==> src/rtl/button_debouncer_if.sv <==
// -----------------------------------------------------------------------------
// button_debouncer_if
//   Bundles the raw button pins and the debounced results of the button
//   debouncer so they travel as one port.
//
//   Signals (all NUM_BUTTONS wide, bit 0 = vu, 1 = vd, 2 = hl, 3 = hr):
//     btn_raw     : raw, asynchronous, bouncing, active-low pins (0 = pressed)
//     btn_clean   : debounced level, active-low (0 = pressed)
//     btn_press   : one-cycle high pulse per accepted press
//     btn_release : one-cycle high pulse per accepted release
//
//   Modports:
//     master : the side that owns the pins and consumes the results
//     slave  : the debouncer itself
//
//   NUM_BUTTONS must match the NUM_BUTTONS of the attached debouncer.
// -----------------------------------------------------------------------------
interface button_debouncer_if #(
    parameter int NUM_BUTTONS = 4
);
    logic [NUM_BUTTONS-1:0] btn_raw;
    logic [NUM_BUTTONS-1:0] btn_clean;
    logic [NUM_BUTTONS-1:0] btn_press;
    logic [NUM_BUTTONS-1:0] btn_release;

    modport master (
        output btn_raw,
        input  btn_clean,
        input  btn_press,
        input  btn_release
    );

    modport slave (
        input  btn_raw,
        output btn_clean,
        output btn_press,
        output btn_release
    );
endinterface

==> src/rtl/button_debouncer.sv <==
// -----------------------------------------------------------------------------
// button_debouncer
//   Per-channel debouncer for active-low push buttons. Each channel runs the
//   raw pin through a 2-flop synchronizer and then through a 4-state FSM that
//   only accepts a new level once it has been seen unchanged for
//   DEBOUNCE_CYCLES consecutive clocks. Channels are fully independent; any
//   arbitration between opposing buttons is left to the consumers.
//
//   Parameters:
//     DEBOUNCE_CYCLES : clocks a synchronized level must hold (2 .. 2^20-1)
//     NUM_BUTTONS     : number of independent channels
//
//   Ports:
//     clk   : system clock, all state updates on its rising edge
//     rst_n : asynchronous active-low reset
//     bus   : button_debouncer_if.slave
//               btn_raw in, btn_clean / btn_press / btn_release out
//
//   Latency: with edge 1 being the first edge that samples a stable raw level,
//   btn_clean changes and the press/release pulse asserts after edge
//   DEBOUNCE_CYCLES+3 (2 synchronizer edges, 1 edge to enter the check state,
//   DEBOUNCE_CYCLES edges of counting).
// -----------------------------------------------------------------------------
module button_debouncer #(
    parameter int DEBOUNCE_CYCLES = 'd250000,
    parameter int NUM_BUTTONS     = 4
) (
    input  logic                clk,
    input  logic                rst_n,
    button_debouncer_if.slave   bus
);

    localparam int CNT_W = $clog2(DEBOUNCE_CYCLES);
    // Terminal count: the counter stops here, so it can never wrap.
    localparam logic [CNT_W-1:0] CNT_LAST = CNT_W'(DEBOUNCE_CYCLES - 1);

    localparam logic [1:0] RELEASED      = 2'd0;
    localparam logic [1:0] PRESS_CHECK   = 2'd1;
    localparam logic [1:0] PRESSED       = 2'd2;
    localparam logic [1:0] RELEASE_CHECK = 2'd3;

    logic [NUM_BUTTONS-1:0] sync1;
    logic [NUM_BUTTONS-1:0] sync2;
    logic [NUM_BUTTONS-1:0] clean_level;
    logic [NUM_BUTTONS-1:0] press_pulse;
    logic [NUM_BUTTONS-1:0] release_pulse;
    logic [1:0]             state [NUM_BUTTONS];
    logic [CNT_W-1:0]       cnt   [NUM_BUTTONS];

    always_ff @(posedge clk or negedge rst_n) begin
        if (!rst_n) begin
            // Idle level of an active-low button is 1, so the synchronizer
            // resets high and no phantom press appears after reset.
            sync1         <= '1;
            sync2         <= '1;
            clean_level   <= '1;
            press_pulse   <= '0;
            release_pulse <= '0;
            for (int i = 0; i < NUM_BUTTONS; i++) begin
                state[i] <= RELEASED;
                cnt[i]   <= '0;
            end
        end else begin
            sync1 <= bus.btn_raw;
            sync2 <= sync1;

            // Pulses are single-cycle: cleared every cycle unless re-armed
            // by an accepting transition below.
            press_pulse   <= '0;
            release_pulse <= '0;

            for (int i = 0; i < NUM_BUTTONS; i++) begin
                case (state[i])
                    RELEASED: begin
                        if (!sync2[i]) begin
                            state[i] <= PRESS_CHECK;
                            cnt[i]   <= '0;
                        end
                    end
                    PRESS_CHECK: begin
                        if (sync2[i]) begin
                            // Bounce: fall back without touching outputs.
                            state[i] <= RELEASED;
                        end else if (cnt[i] == CNT_LAST) begin
                            state[i]       <= PRESSED;
                            clean_level[i] <= 1'b0;
                            press_pulse[i] <= 1'b1;
                        end else begin
                            cnt[i] <= cnt[i] + 1'b1;
                        end
                    end
                    PRESSED: begin
                        if (sync2[i]) begin
                            state[i] <= RELEASE_CHECK;
                            cnt[i]   <= '0;
                        end
                    end
                    RELEASE_CHECK: begin
                        if (!sync2[i]) begin
                            // Glitch while releasing: still held.
                            state[i] <= PRESSED;
                        end else if (cnt[i] == CNT_LAST) begin
                            state[i]         <= RELEASED;
                            clean_level[i]   <= 1'b1;
                            release_pulse[i] <= 1'b1;
                        end else begin
                            cnt[i] <= cnt[i] + 1'b1;
                        end
                    end
                    default: begin
                        state[i] <= RELEASED;
                        cnt[i]   <= '0;
                    end
                endcase
            end
        end
    end

    assign bus.btn_clean   = clean_level;
    assign bus.btn_press   = press_pulse;
    assign bus.btn_release = release_pulse;

endmodule
==> src/flat_wrapper.sv <==
// flat-port wrapper written by rule: the top's interface ports become plain ports
module button_debouncer_flat 
#(
    parameter int DEBOUNCE_CYCLES = 'd250000,
    parameter int NUM_BUTTONS     = 4
)
  (clk, rst_n, bus_btn_raw, bus_btn_clean, bus_btn_press, bus_btn_release);
  button_debouncer_if #(.NUM_BUTTONS(NUM_BUTTONS)) bus_i ();
  input  logic clk;
  input  logic rst_n;
  input wire logic [$bits(bus_i.btn_raw)-1:0] bus_btn_raw;
  output wire logic [$bits(bus_i.btn_clean)-1:0] bus_btn_clean;
  output wire logic [$bits(bus_i.btn_press)-1:0] bus_btn_press;
  output wire logic [$bits(bus_i.btn_release)-1:0] bus_btn_release;
  assign bus_i.btn_raw = bus_btn_raw;
  assign bus_btn_clean = bus_i.btn_clean;
  assign bus_btn_press = bus_i.btn_press;
  assign bus_btn_release = bus_i.btn_release;
  button_debouncer #(.DEBOUNCE_CYCLES(DEBOUNCE_CYCLES), .NUM_BUTTONS(NUM_BUTTONS)) u_core (.clk(clk), .rst_n(rst_n), .bus(bus_i));
endmodule
==> config.mk <==
export PLATFORM = sky130hd
export DESIGN_NAME = button_debouncer_flat
export DESIGN_NICKNAME = d
export VERILOG_FILES = /design/src/rtl/button_debouncer_if.sv /design/src/rtl/button_debouncer.sv /design/src/flat_wrapper.sv
export SDC_FILE = /design/constraint.sdc
export NUM_CORES = 1
export LEC_CHECK = 0
export ABC_AREA = 1
export BUFFER_PORTS_ARGS = -buffer_cell sky130_fd_sc_hd__buf_4
export CELL_PAD_IN_SITES_DETAIL_PLACEMENT = 0
export CELL_PAD_IN_SITES_GLOBAL_PLACEMENT = 1
export CORE_ASPECT_RATIO = 0.6
export CORE_MARGIN = 2
export CORE_UTILIZATION = 48
export CTS_BUF_LIST = sky130_fd_sc_hd__clkbuf_8
export DETAILED_ROUTE_END_ITERATION = 16
export HOLD_SLACK_MARGIN = 0.05
export PLACE_DENSITY_LB_ADDON = 0.1
export RECOVER_POWER = 50
export SLEW_MARGIN = 20
export SYNTH_ARGS = -nofsm -noshare
export SYNTH_HDL_FRONTEND = slang
export SYNTH_SLANG_ARGS = --single-unit
==> constraint.sdc <==
create_clock -name clk -period 2.08 [get_ports clk]
set_clock_uncertainty 0.05 [all_clocks]
set_input_delay 0.208 -clock clk [delete_from_list [all_inputs] [get_ports clk]]
set_output_delay 0.208 -clock clk [all_outputs]
set_load 0.1 [all_outputs]
==> summary.txt <==
Run status
  • Run status: complete, no violations

STA
  • Fmax: 0.5390 GHz
  • Period minus WS final: between 1500 and 2000 ps
  • Final setup margin: 224.7 ps
  • Final setup vio count: 0
  • Worst-Margin Slew: 1095 ps
  • Final Hold Vio Count: 0
  • TNS Setup: 0 ps
  • Final period utilization: 89.20%
  • RSZ-0062 raised after global routing: no
  • Relative slew margins: a little over a quarter
  • Slew Limit Fails: 0

Worst setup path
  • CP max FO: 23
  • Worst EP required: 2350 ps
  • Crit end category: register
  • Worst Path Arrival: 2130 ps
  • Critical Path Source Type: register
  • Crit Path Class: reg2reg

Synth
  • Syn Inst Count: 837
  • Syn_nets: 847
  • Adder-cell share of the synthesized area: less than 1%
  • Cell taking the most area after synthesis: dfrtp_1
  • Post-synthesis compound-gate area fraction: 7.410%
  • Synth top area cells: dfrtp_1 (36%), nand2_1 (15%), nor2_1 (7.2%)
  • Post-Synth Simple-Gate Area: about two fifths
  • Share of the synthesized area in the top cell type: a little over a third
  • Largest family of logic cells by synthesized area: simple AND/OR/NAND/NOR gates
  • Mapped Area: about 6000 sq um
  • Mux cell area share after synthesis: 0%
  • Synth warn: 0
  • Syn avg cell area: 7.243 sq um
  • Ys async rst share: 100.0%
  • Post-synthesis xor/xnor area fraction: between 2 and 3%
  • Synth Flop Type: dfrtp_1
  • Cell variety after synth: 36
  • Seq cells post-synth: 100
  • EDFF count, synth: 0
  • Sequential area share after synthesis: 41.53%

Power
  • Comb pwr share: about 6.1%
  • P_int: 2847 uW
  • Peak supply drop: 335.6 uV
  • Psw: 914.6 uW
  • Register share of total power: 54.1%
  • Clock power share: 39.8%
  • P per Cell Area: 566.0 nW/um^2
  • Sw Share: 24.31%
  • Leak Pwr: 0.002848 uW

Finish
  • Antenna Cells: 0
  • Layout Cell Area excl Fill: between 6000 and 7000 sq um
  • Layout Cells excl Fill: 1,034
  • Share of layout cells above drive strength 1: 13.00%
  • Nets: 874
  • Area grow syn2layout: 9.639%

GRT
  • Gr usage total: 22.20%
  • First-pass GRT wire length: 24.36 mm
  • Total global routing overflow: 0
  • Vias in the first global route: 5,051
  • Antenna violations before repair: 0
  • Pin count of the biggest net entering global routing: 84

Detailed routing
  • Vias per cell: 5.141
  • Routed WL: approximately 14 mm
  • Pre-Repair DR Iteration Count: 5
  • Post-DRT Antenna Nets: 0
  • Routed WL per cell: ~14 um
  • # DRC: 0
  • Vias: 5,316
  • Initial drt markers: approximately 340

Placed design
  • Gpl congestion: 0.8704
  • Pre-CTS worst setup slack: 74.69 ps
  • Placed Cells: 1,012
  • Placed Area: 6339 sq um
  • Input/output buffers: 17
  • HPWL after DPL: 10.04 mm

Clocking
  • Clk root buf: clkbuf_8
  • Num CTS Buffers: 9
  • CTS Buffer Depth: 2
  • H-tree depth: 3
  • CTS tree: built
  • Clock Latency Late Sink: 380 ps
  • Clock slew at reported path FFs: 100 ps
  • CTS sink cnt: 100

Floorplanning
  • Site Rows: 31
  • Die W: 149.1 um
  • Ports: 18
  • Initial Utilization: 49.77%
  • Vert. Die Dim: 91.05 um
  • Die footprint: 13,570 sq um
  • Core area: 12,180 sq um

Run
  • # Max-Cap Violations: 0

Min path
  • Hold crit path type: reg2reg
==> cells by family (layout without fill, tap and decap cells) <==
| logic type | Yosys count | in the layout |
|---|---|---|
| xor+xnor | 18 | 18 |
| fa+ha+maj | 4 | 4 |
| flops | 100 | 100 |
| simple gates | 533 | 533 |
| compound gates | 71 | 71 |
| buf+inv | 111 | 143 |
==> routing by layer <==
layer  vias to the layer above  routed length, um  global-route usage, %
met4                         0                106                  4.286
met3                         9                621                  4.673
met2                       111               5886                  32.99
met5                         -                  0                      0
met1                      2473               7351                  33.45
li1                       2723                  -                      -
==> state kept, by name (all words and copies together), names as in the netlist, named ones only <==
name / flops
u_core.bus.btn_clean: 4
u_core.bus.btn_press: 4
u_core.bus.btn_release: 4
u_core.cnt: 72
u_core.state: 4
u_core.sync1: 4
u_core.sync2: 4
==> power groups by stage <==
stage | clock (uW) | combinational, uW | sequential [uW]
2_1_floorplan | 0 | 152 | 2060
3_3_place_gp | 0 | 219 | 2070
3_5_place_dp | 0 | 222 | 2070
4_1_cts | 1530 | 231 | 2030
5_1_grt | 1600 | 266 | 2040
6_report | 1500 | 231 | 2030
==> through the flow <==
stage                     hold WS (ps)  util, %  total power, uW
after floorplan                 -137.6        -             2209
after global placement           49.47    52.04             2286
after detailed placement         52.59    52.04             2292
after CTS                        173.7    54.38             3795
after global routing             317.1    54.57             3908
final                            315.9    54.57             3762
==> cell type report <==
type / instances / area, sq um
inverter: 93 / 369.1
sequential: 100 / 2517
multi-input combinational: 626 / 3030
timing repair buffer: 34 / 289.0
clock buffer: 9 / 123.9
clock inverter: 7 / 110.1
tap: 165 / 206.4
fill: 1235 / 5533
==> worst paths after layout <==
check	startpoint	endpoint	slack (ps)	cells after the start
max in group asynchronous	rst_n	u_core.bus.btn_clean[2]$_DFFE_PN1P_	450	3
max	u_core.cnt[0]$_DFFE_PN0P_	u_core.cnt[1]$_DFFE_PN0P_	220	9
min	u_core.sync1[2]$_DFF_PN1_	u_core.sync2[2]$_DFF_PN1_	320	0
min in group asynchronous	rst_n	u_core.bus.btn_press[1]$_DFF_PN0_	490	2
min reg2reg	u_core.sync1[2]$_DFF_PN1_	u_core.sync2[2]$_DFF_PN1_	320	0
max reg2reg	u_core.cnt[0]$_DFFE_PN0P_	u_core.cnt[1]$_DFFE_PN0P_	220	9
==> worst max-delay path, stage by stage (launching register included) <==
cell and delay, ps:
dfrtp_1 450, ha_1 280, nand2_2 100, nor2_4 180
nand3_2 100, nor2_2 170, nor2_4 120, inv_8 190
nand2_1 80, nand2_1 70
==> cells in the final DEF, fill, tap and decap left out, types with 5 or more instances in the layout <==
cell | netlist | routed
nand2_1 | 241 | 241
xor2_1 | 15 | 15
nand4_1 | 27 | 27
o21ai_2 | 19 | 19
buf_4 | 3 | 22
o21ai_1 | 7 | 7
nor3_1 | 10 | 10
dfstp_2 | 12 | 11
clkbuf_8 | 0 | 9
nand3_1 | 87 | 87
dfrtp_1 | 88 | 88
dlygate4sd3_1 | 0 | 5
nor2_4 | 5 | 5
inv_1 | 87 | 90
nor2_1 | 117 | 117
o21bai_1 | 9 | 9
o21ai_0 | 35 | 35
nand2_2 | 25 | 24
and2_1 | 8 | 8
==> what timing repair did <==
item / CTS / global route
hold buffers: 5 / 0
endpoints found under the hold margin: 26 / 0
setup buffers: 0 / 1
endpoints found under the setup margin: 0 / 22
resized for setup: 0 / 2
==> synthesized netlist by cell type, types with 2 or more instances <==
cell and number:
dfstp_2 12, or2_1 2, nor2_4 5, nor2_2 2, inv_2 4, o21ai_0 35
nand4_1 27, buf_12 4, xnor2_1 3, o21ai_1 7, xor2_1 15, o21bai_1 9
nand3b_1 3, buf_4 3, nor2_1 117, o21ai_2 19, nand2_1 241, ha_1 4
nand2_2 25, inv_1 87, and2_1 8, nand3_2 2, nor3_1 10, nand3_1 87
buf_2 6, clkbuf_1 3, dfrtp_1 88
No activity file was read; power rests on OpenSTA's default activity.
